<file path="config.mk">
export PLATFORM = sky130hd
export DESIGN_NAME = monolith_sponge_ctrl
export DESIGN_NICKNAME = d
export VERILOG_FILES = /design/src/rtl/monolith_sponge_ctrl.sv
export SDC_FILE = /design/constraint.sdc
export NUM_CORES = 2
export LEC_CHECK = 0
export CORE_AREA = 2 2 411 413
export DETAILED_ROUTE_END_ITERATION = 8
export DIE_AREA = 0 0 413 415
export HOLD_SLACK_MARGIN = 0.1
export PLACE_DENSITY = 0.41
export SYNTH_ARGS = -nofsm -noshare
export SYNTH_HDL_FRONTEND = slang
export SYNTH_SLANG_ARGS = --single-unit
</file>
<file path="constraint.sdc">
create_clock -name clk -period 5.85 [get_ports clk]
set_input_delay 1.4625 -clock clk [delete_from_list [all_inputs] [get_ports clk]]
set_output_delay 1.4625 -clock clk [all_outputs]
set_load 0.005 [all_outputs]
</file>
<file path="src/rtl/monolith_sponge_ctrl.sv">
// Sponge-mode sequencer for a Monolith permutation core over GF(2^31-1).
// Absorbs RATE message elements per permutation into a 16-lane state.
// Applies 10* padding, drives the held-go permutation handshake, then
// squeezes OUT_LEN digest elements out on a valid/ready stream.
module monolith_sponge_ctrl #(
  parameter int RATE    = 8,
  parameter int OUT_LEN = 8
) (
  input  logic              clk,
  input  logic              reset,
  input  logic [30:0]       in_data,
  input  logic              in_valid,
  input  logic              in_last,
  output logic              in_ready,
  output logic [30:0]       out_data,
  output logic              out_valid,
  output logic              out_last,
  input  logic              out_ready,
  output logic              perm_go,
  output logic [15:0][30:0] perm_state_in,
  input  logic [15:0][30:0] perm_state_out,
  input  logic              perm_valid,
  output logic              busy
);

  localparam logic [30:0] P_MOD     = 31'h7FFF_FFFF;
  localparam logic [3:0]  RATE_LAST = 4'(RATE - 1);
  localparam logic [3:0]  OUT_LAST  = 4'(OUT_LEN - 1);

  typedef enum logic [1:0] {
    S_ABSORB  = 2'd0,
    S_PAD     = 2'd1,
    S_PERM    = 2'd2,
    S_SQUEEZE = 2'd3
  } fsm_t;

  fsm_t              fsm_r;
  logic [15:0][30:0] state_r;
  logic [3:0]        cnt_r;
  logic [3:0]        idx_r;
  logic              final_r;
  logic              need_pad_r;
  logic              in_ready_r;
  logic              perm_go_r;
  logic              out_valid_r;
  logic              out_last_r;

  logic [30:0]       in_red_s;
  logic [30:0]       lane_sum_s;
  logic              in_fire_s;
  logic              out_fire_s;

  // Modular addition of two reduced field elements.
  function automatic logic [30:0] fadd(input logic [30:0] a, input logic [30:0] b);
    logic [31:0] s;
    s = {1'b0, a} + {1'b0, b};
    if (s >= {1'b0, P_MOD}) begin
      s = s - {1'b0, P_MOD};
    end else begin
      s = s;
    end
    return s[30:0];
  endfunction

  // Reduce the input element and form the sum for the lane selected by cnt.
  always_comb begin
    in_red_s   = (in_data == P_MOD) ? 31'd0 : in_data;
    in_fire_s  = in_valid && in_ready_r;
    out_fire_s = out_valid_r && out_ready;
    if (fsm_r == S_PAD) begin
      lane_sum_s = fadd(state_r[cnt_r], 31'd1);
    end else begin
      lane_sum_s = fadd(state_r[cnt_r], in_red_s);
    end
  end

  // Sponge sequencer: state register, counters and registered handshake outputs.
  always_ff @(posedge clk) begin
    if (reset) begin
      fsm_r       <= S_ABSORB;
      state_r     <= '0;
      cnt_r       <= 4'd0;
      idx_r       <= 4'd0;
      final_r     <= 1'b0;
      need_pad_r  <= 1'b0;
      in_ready_r  <= 1'b1;
      perm_go_r   <= 1'b0;
      out_valid_r <= 1'b0;
      out_last_r  <= 1'b0;
    end else begin
      case (fsm_r)
        S_ABSORB: begin
          if (in_fire_s) begin
            state_r[cnt_r] <= lane_sum_s;
            if (cnt_r == RATE_LAST) begin
              // Full block: permute now; a final full block still owes a pad block.
              cnt_r      <= 4'd0;
              need_pad_r <= in_last;
              fsm_r      <= S_PERM;
              perm_go_r  <= 1'b1;
              in_ready_r <= 1'b0;
            end else if (in_last) begin
              cnt_r      <= cnt_r + 4'd1;
              fsm_r      <= S_PAD;
              in_ready_r <= 1'b0;
            end else begin
              cnt_r <= cnt_r + 4'd1;
            end
          end
        end
        S_PAD: begin
          state_r[cnt_r] <= lane_sum_s;
          cnt_r          <= 4'd0;
          need_pad_r     <= 1'b0;
          final_r        <= 1'b1;
          fsm_r          <= S_PERM;
          perm_go_r      <= 1'b1;
        end
        S_PERM: begin
          if (perm_valid) begin
            // State is only written once go drops, so the core input stays stable.
            state_r   <= perm_state_out;
            perm_go_r <= 1'b0;
            if (final_r) begin
              fsm_r       <= S_SQUEEZE;
              idx_r       <= 4'd0;
              out_valid_r <= 1'b1;
              out_last_r  <= (OUT_LAST == 4'd0);
            end else if (need_pad_r) begin
              fsm_r <= S_PAD;
            end else begin
              fsm_r      <= S_ABSORB;
              in_ready_r <= 1'b1;
            end
          end
        end
        S_SQUEEZE: begin
          if (out_fire_s) begin
            if (out_last_r) begin
              state_r     <= '0;
              idx_r       <= 4'd0;
              final_r     <= 1'b0;
              fsm_r       <= S_ABSORB;
              out_valid_r <= 1'b0;
              out_last_r  <= 1'b0;
              in_ready_r  <= 1'b1;
            end else begin
              idx_r      <= idx_r + 4'd1;
              out_last_r <= ((idx_r + 4'd1) == OUT_LAST);
            end
          end
        end
        default: begin
          fsm_r <= S_ABSORB;
        end
      endcase
    end
  end

  assign in_ready      = in_ready_r;
  assign perm_go       = perm_go_r;
  assign out_valid     = out_valid_r;
  assign out_last      = out_last_r;
  assign out_data      = state_r[idx_r];
  assign perm_state_in = state_r;
  assign busy          = !((fsm_r == S_ABSORB) && (cnt_r == 4'd0));

endmodule

</file>
# == Yosys cells after proc, flatten, opt, wreduce, memory -nomap -nowiden ==
# Cells that the tools add are included.
# Widths: inputs -> output; s select.
# op_classes
reduce_logical,21
muxes,60
magnitude_cmp,5
add_sub_neg,6
n_eq_ne,15
# op_table
cell,n
$mux 496,4
$pmux 496 s4,1
$bwmux 496,1
$bmux 31 s4,2
$mux 31,7
$demux 31 s4,1
$ge 32x31->1 const B,2
$sub 31x31->31 const B,2
$add 31x1->32 const B,1
$add 31x31->32,1
$eq 31x31->1 const B,1
$mux 4,6
$mux 1,22
$ne 2x2->1 const B,8
$pmux 4 s2,2
$mux 2,7
$reduce_and 4->1,3
$lt 4x5->1 const B,2
$reduce_and 5->1,2
$add 4x1->4 const B,2
$eq 4x3->1 const B,2
$pmux 1 s2,4
$pmux 2 s4,1
$reduce_and 8->1,1
13 further kinds,22
# word_totals
ff_bits,512
output_inout_bits,532
wordCells,132

# == Logic depth before layout (Yosys ltp) ==
# logic_depth
depth_word,9
ltp_mapped,26
ltp_nobuf,18

# == Worst setup path after synthesis ==
# Ideal clock, no wire load.
# synth_path
path_kind,flip-flop to flip-flop
start,reg cnt_r[0]
end,reg (tool-made name)
path_buffers,8
path_slack_ns,-0.381
setup_time_ns,0.070
stages_incl_launch_ff,24
period_less_slack_ns,6.231
t_arrival_ns,6.161
cell_sequence,dfxtp_1 > buf_6 > buf_12 > buf_12 > buf_12 > buf_12 > buf_12 > mux4_2 > mux4_2 > fa_1 > a21o_1 > a221oi_2 > o221a_2 > a21oi_1 > xnor2_1 > a2111oi_0 > and4b_1 > nand4_1 > buf_2 > a2111oi_0 > xnor2_1 > clkbuf_1 > nand2_1 > a21oi_1
# synth_rtl
item,line_no,text
"start, declared",39,logic [3:0] cnt_r;
"start signal, assigned",103,cnt_r <= cnt_r + 4'd1;
"start signal, assigned",107,cnt_r <= cnt_r + 4'd1;

==> flow_summary.json <==
{
  "max_stage_delay_ps": 610,
  "initial_core_util_pct": 21.6,
  "synthFlopType": "dfxtp_1",
  "finalMaxSlewViolations": 0,
  "antenna_found_initial": 57,
  "path_max_fanout": 8,
  "grt_use_total_pct": 34.7,
  "synth.top_cell.area_share_pct": 28.5,
  "ys_top_cells_by_area": "dfxtp_1 (28%), mux4_2 (18%), a21oi_1 (6.2%), a221oi_1 (4.6%), a32oi_1 (4.3%)",
  "syn_to_final_growth_pct": 63.7,
  "cts-buffers-inserted": 72,
  "coreArea_um2": 167000,
  "final_area_um2": 58900,
  "p_int_uw": 15200,
  "cts_tree": "yes",
  "drt_pass1_iterations": 6,
  "crit_path_start": "cnt_r[0]",
  "fp.dieArea_um2": 171000,
  "hold_viol": 0,
  "clkTransAtPathRegs_ps": 60,
  "drc_errors": 0,
  "cts.path.max_buffers": 3,
  "max_freq_ghz": 0.165,
  "yosysMostFrequentCell": "dfxtp_1",
  "slew_headroom_pct": 16.9,
  "min_from": "perm_go",
  "grt_max_degree": 167,
  "io_buffers": 1064,
  "skew_ps": 41.1,
  "htree_levels": 3,
  "drive_gt1_share_pct": 28.9,
  "detailed_place_hpwl_um": 240000,
  "fin_crit_sh_pct": 104,
  "cp.required_ps": 6430,
  "violations": "setup timing",
  "pre_cts_slack_ps": -1300,
  "gp_congestion": 0.976,
  "fill_cells": 17300,
  "comb_power_share_pct": 67.8,
  "clkLatencyLatePin_ps": 700,
  "fp-row-count": 150,
  "finalCriticalPeriod_ps": 6070,
  "yosysWarningCount": 0,
  "synth_edf_count": 0,
  "synth_cell_types": 101,
  "ys_async_sr_fraction_pct": 0,
  "hold_ws_ps": 507,
  "grt_first_pass_wirelength_um": 408000,
  "worst-setup-path-type": "flop to flop",
  "wl_per_cell_um": 40.2,
  "critPathLaunchType": "flop",
  "synth_area_leader_cell": "dfxtp_1",
  "chipHeight_um": 415,
  "placed_cell_area_um2": 53700,
  "synth_common_cells": "dfxtp_1 (512), a21oi_1 (444), nor2_1 (368)",
  "pwr-share-clk_pct": 15.4,
  "finalSetupViolCount": 155,
  "rsz0062_at_grt": "true",
  "syn_inst": 4058,
  "worst_slew_pin_slew_ps": 1250,
  "drt_wl_total_um": 312000,
  "switching_share_pct": 50.0,
  "hold_path.class": "flop to flop",
  "ir_drop_mv": 0.312,
  "power_frac_seq_pct": 16.8,
  "viasPerCell": 5.85,
  "worst_setup_path_end_kind": "flop",
  "p_switching_uw": 15200,
  "finalNetCount": 6046,
  "postRouteAntennaNets": 0,
  "power_density_nw_per_um2": 516,
  "die_w_um": 413,
  "grt_overflow": 0,
  "drtIter0Drc": 5157,
  "avgSynthCellArea_um2": 8.87,
  "crit_slowest_cell": "mux4_2",
  "synth_area_um2": 36000,
  "maxCapViolations": 0,
  "regToRegStartpoint": "cnt_r[0]",
  "crit_arrival_ps": 6660,
  "final_util_pct": 35.4,
  "ys_seq_elements": 512,
  "path_common_cell": "buf_6",
  "cts_sinks": 512,
  "p_leak_uw": 0.0209,
  "power_uw": 30400,
  "grt_pass1_vias": 44400,
  "crit_chain": "buf_12 -> mux4_2 -> mux4_2 -> buf_12 -> fa_2 -> a21o_1 -> a221oi_4 -> buf_6 -> o221a_4 -> a21oi_4 -> xnor2_2 -> a2111oi_4 -> and4b_1 -> nand4_1 -> buf_4 -> buf_6 -> buf_6 -> a2111oi_4 -> xor2_1 -> buf_6 -> buf_12 -> nand2_4 -> a21oi_2",
  "root_buffer": "clkbuf_16",
  "synth_fp_nets": 4637,
  "vias": 45400,
  "worst_slack_ps": -224,
  "status": "complete, but fails checks",
  "ioPinCount": 1065,
  "yosysSeqAreaShare_pct": 28.5
}
==> cells by family (layout without fill, tap and decap cells) <==
| family | after synthesis | count (layout) | synth area share, % |
|---|---|---|---|
| fa+ha+maj | 46 | 46 | 1.62 |
| flops | 512 | 512 | 28.5 |
| other cells | 0 | 39 | 0 |
| mux | 298 | 298 | 18.1 |
| xor+xnor | 72 | 72 | 1.77 |
| compound gates | 1360 | 1360 | 26.5 |
| buf+inv | 463 | 1925 | 5.71 |
| simple gates | 1307 | 1307 | 17.8 |
==> power by group through the flow <==
stage | sequential [µW] | clock, µW | combinational, µW
4_1_cts | 5070 | 4750 | 19500
3_5_place_dp | 5140 | 0 | 18000
6_report | 5110 | 4690 | 20600
2_1_floorplan | 4830 | 0 | 7180
3_3_place_gp | 5120 | 0 | 18000
5_1_grt | 5160 | 4850 | 21200
==> final timing paths <==
check             endpoint  slack (ps)  depth (start not counted)
setup / recovery      flop        -220                         23
hold / removal     perm_go         510                          2
setup reg to reg      flop        -220                         23
hold reg to reg    perm_go         510                          2
==> layout make-up <==
| cell class | instances | area (µm²) | area share [%] |
|---|---|---|---|
| Antenna cell | 39 | 97.6 | 0.166 |
| Clock buffer | 103 | 2120 | 3.59 |
| Clock inverter | 24 | 285 | 0.484 |
| Inverter | 30 | 114 | 0.193 |
| Multi-Input combinational cell | 3083 | 26000 | 44.2 |
| Sequential cell | 512 | 10300 | 17.4 |
| Tap cell | 2204 | 2760 | 4.68 |
| Timing Repair Buffer | 1768 | 17300 | 29.3 |
==> per-stage QoR <==
step / cells / TNS [ps]
6_report: 7763 / -11440
5_1_grt: 7749 / -38720
4_1_cts: 7701 / -4470
3_5_place_dp: 7530 / -527220
3_3_place_gp: 7530 / -469180
2_1_floorplan: 4058 / -21.5
==> placed cells by master (no fill, tap or decap), drive strengths merged, types with 12 or more instances in the layout <==
master / instances
a22oi: 58
a21oi: 448
mux4: 282
nand2: 373
xnor2: 44
nor3: 75
diode: 39
a211oi: 150
nor4: 12
a32oi: 175
nand3: 98
nor2: 371
or2: 14
buf: 700
dfxtp: 512
clkbuf: 125
xor2: 28
a31oi: 17
ha: 45
o22ai: 13
a21o: 13
clkinv: 15
mux2i: 12
nor3b: 18
o211ai: 28
nand4: 41
a221oi: 228
and2: 48
and3: 202
clkdlybuf4s50: 1032
and4: 17
inv: 33
o21ai: 152
==> per-layer routing <==
metal / GRT usage, % / wire [µm]
met4: 22.3 / 24800
met3: 7.78 / 25400
met5: 0 / 136
met1: 39.8 / 114000
met2: 57.9 / 147000
==> repair_timing <==
item,4_1_cts,5_1_grt
pin swaps,114,128
setup endpoints to repair,496,496
gates resized for setup,225,298
gates cloned,12,3
buffers inserted,34,23
hold buffers,0,0
==> worst max-delay path: cells and delay by family, from the launching register on <==
family | cells | cell delay (ps)
AND/OR/NAND/NOR | 3 | 510
flip-flops | 1 | 450
AO/OA/AOI/OAI | 7 | 1710
adder cells (fa/ha/maj) | 1 | 350
multiplexers | 2 | 1150
XOR/XNOR | 2 | 410
buffers and inverters | 8 | 1310
Note: power is estimated with default switching activity, not from simulation.
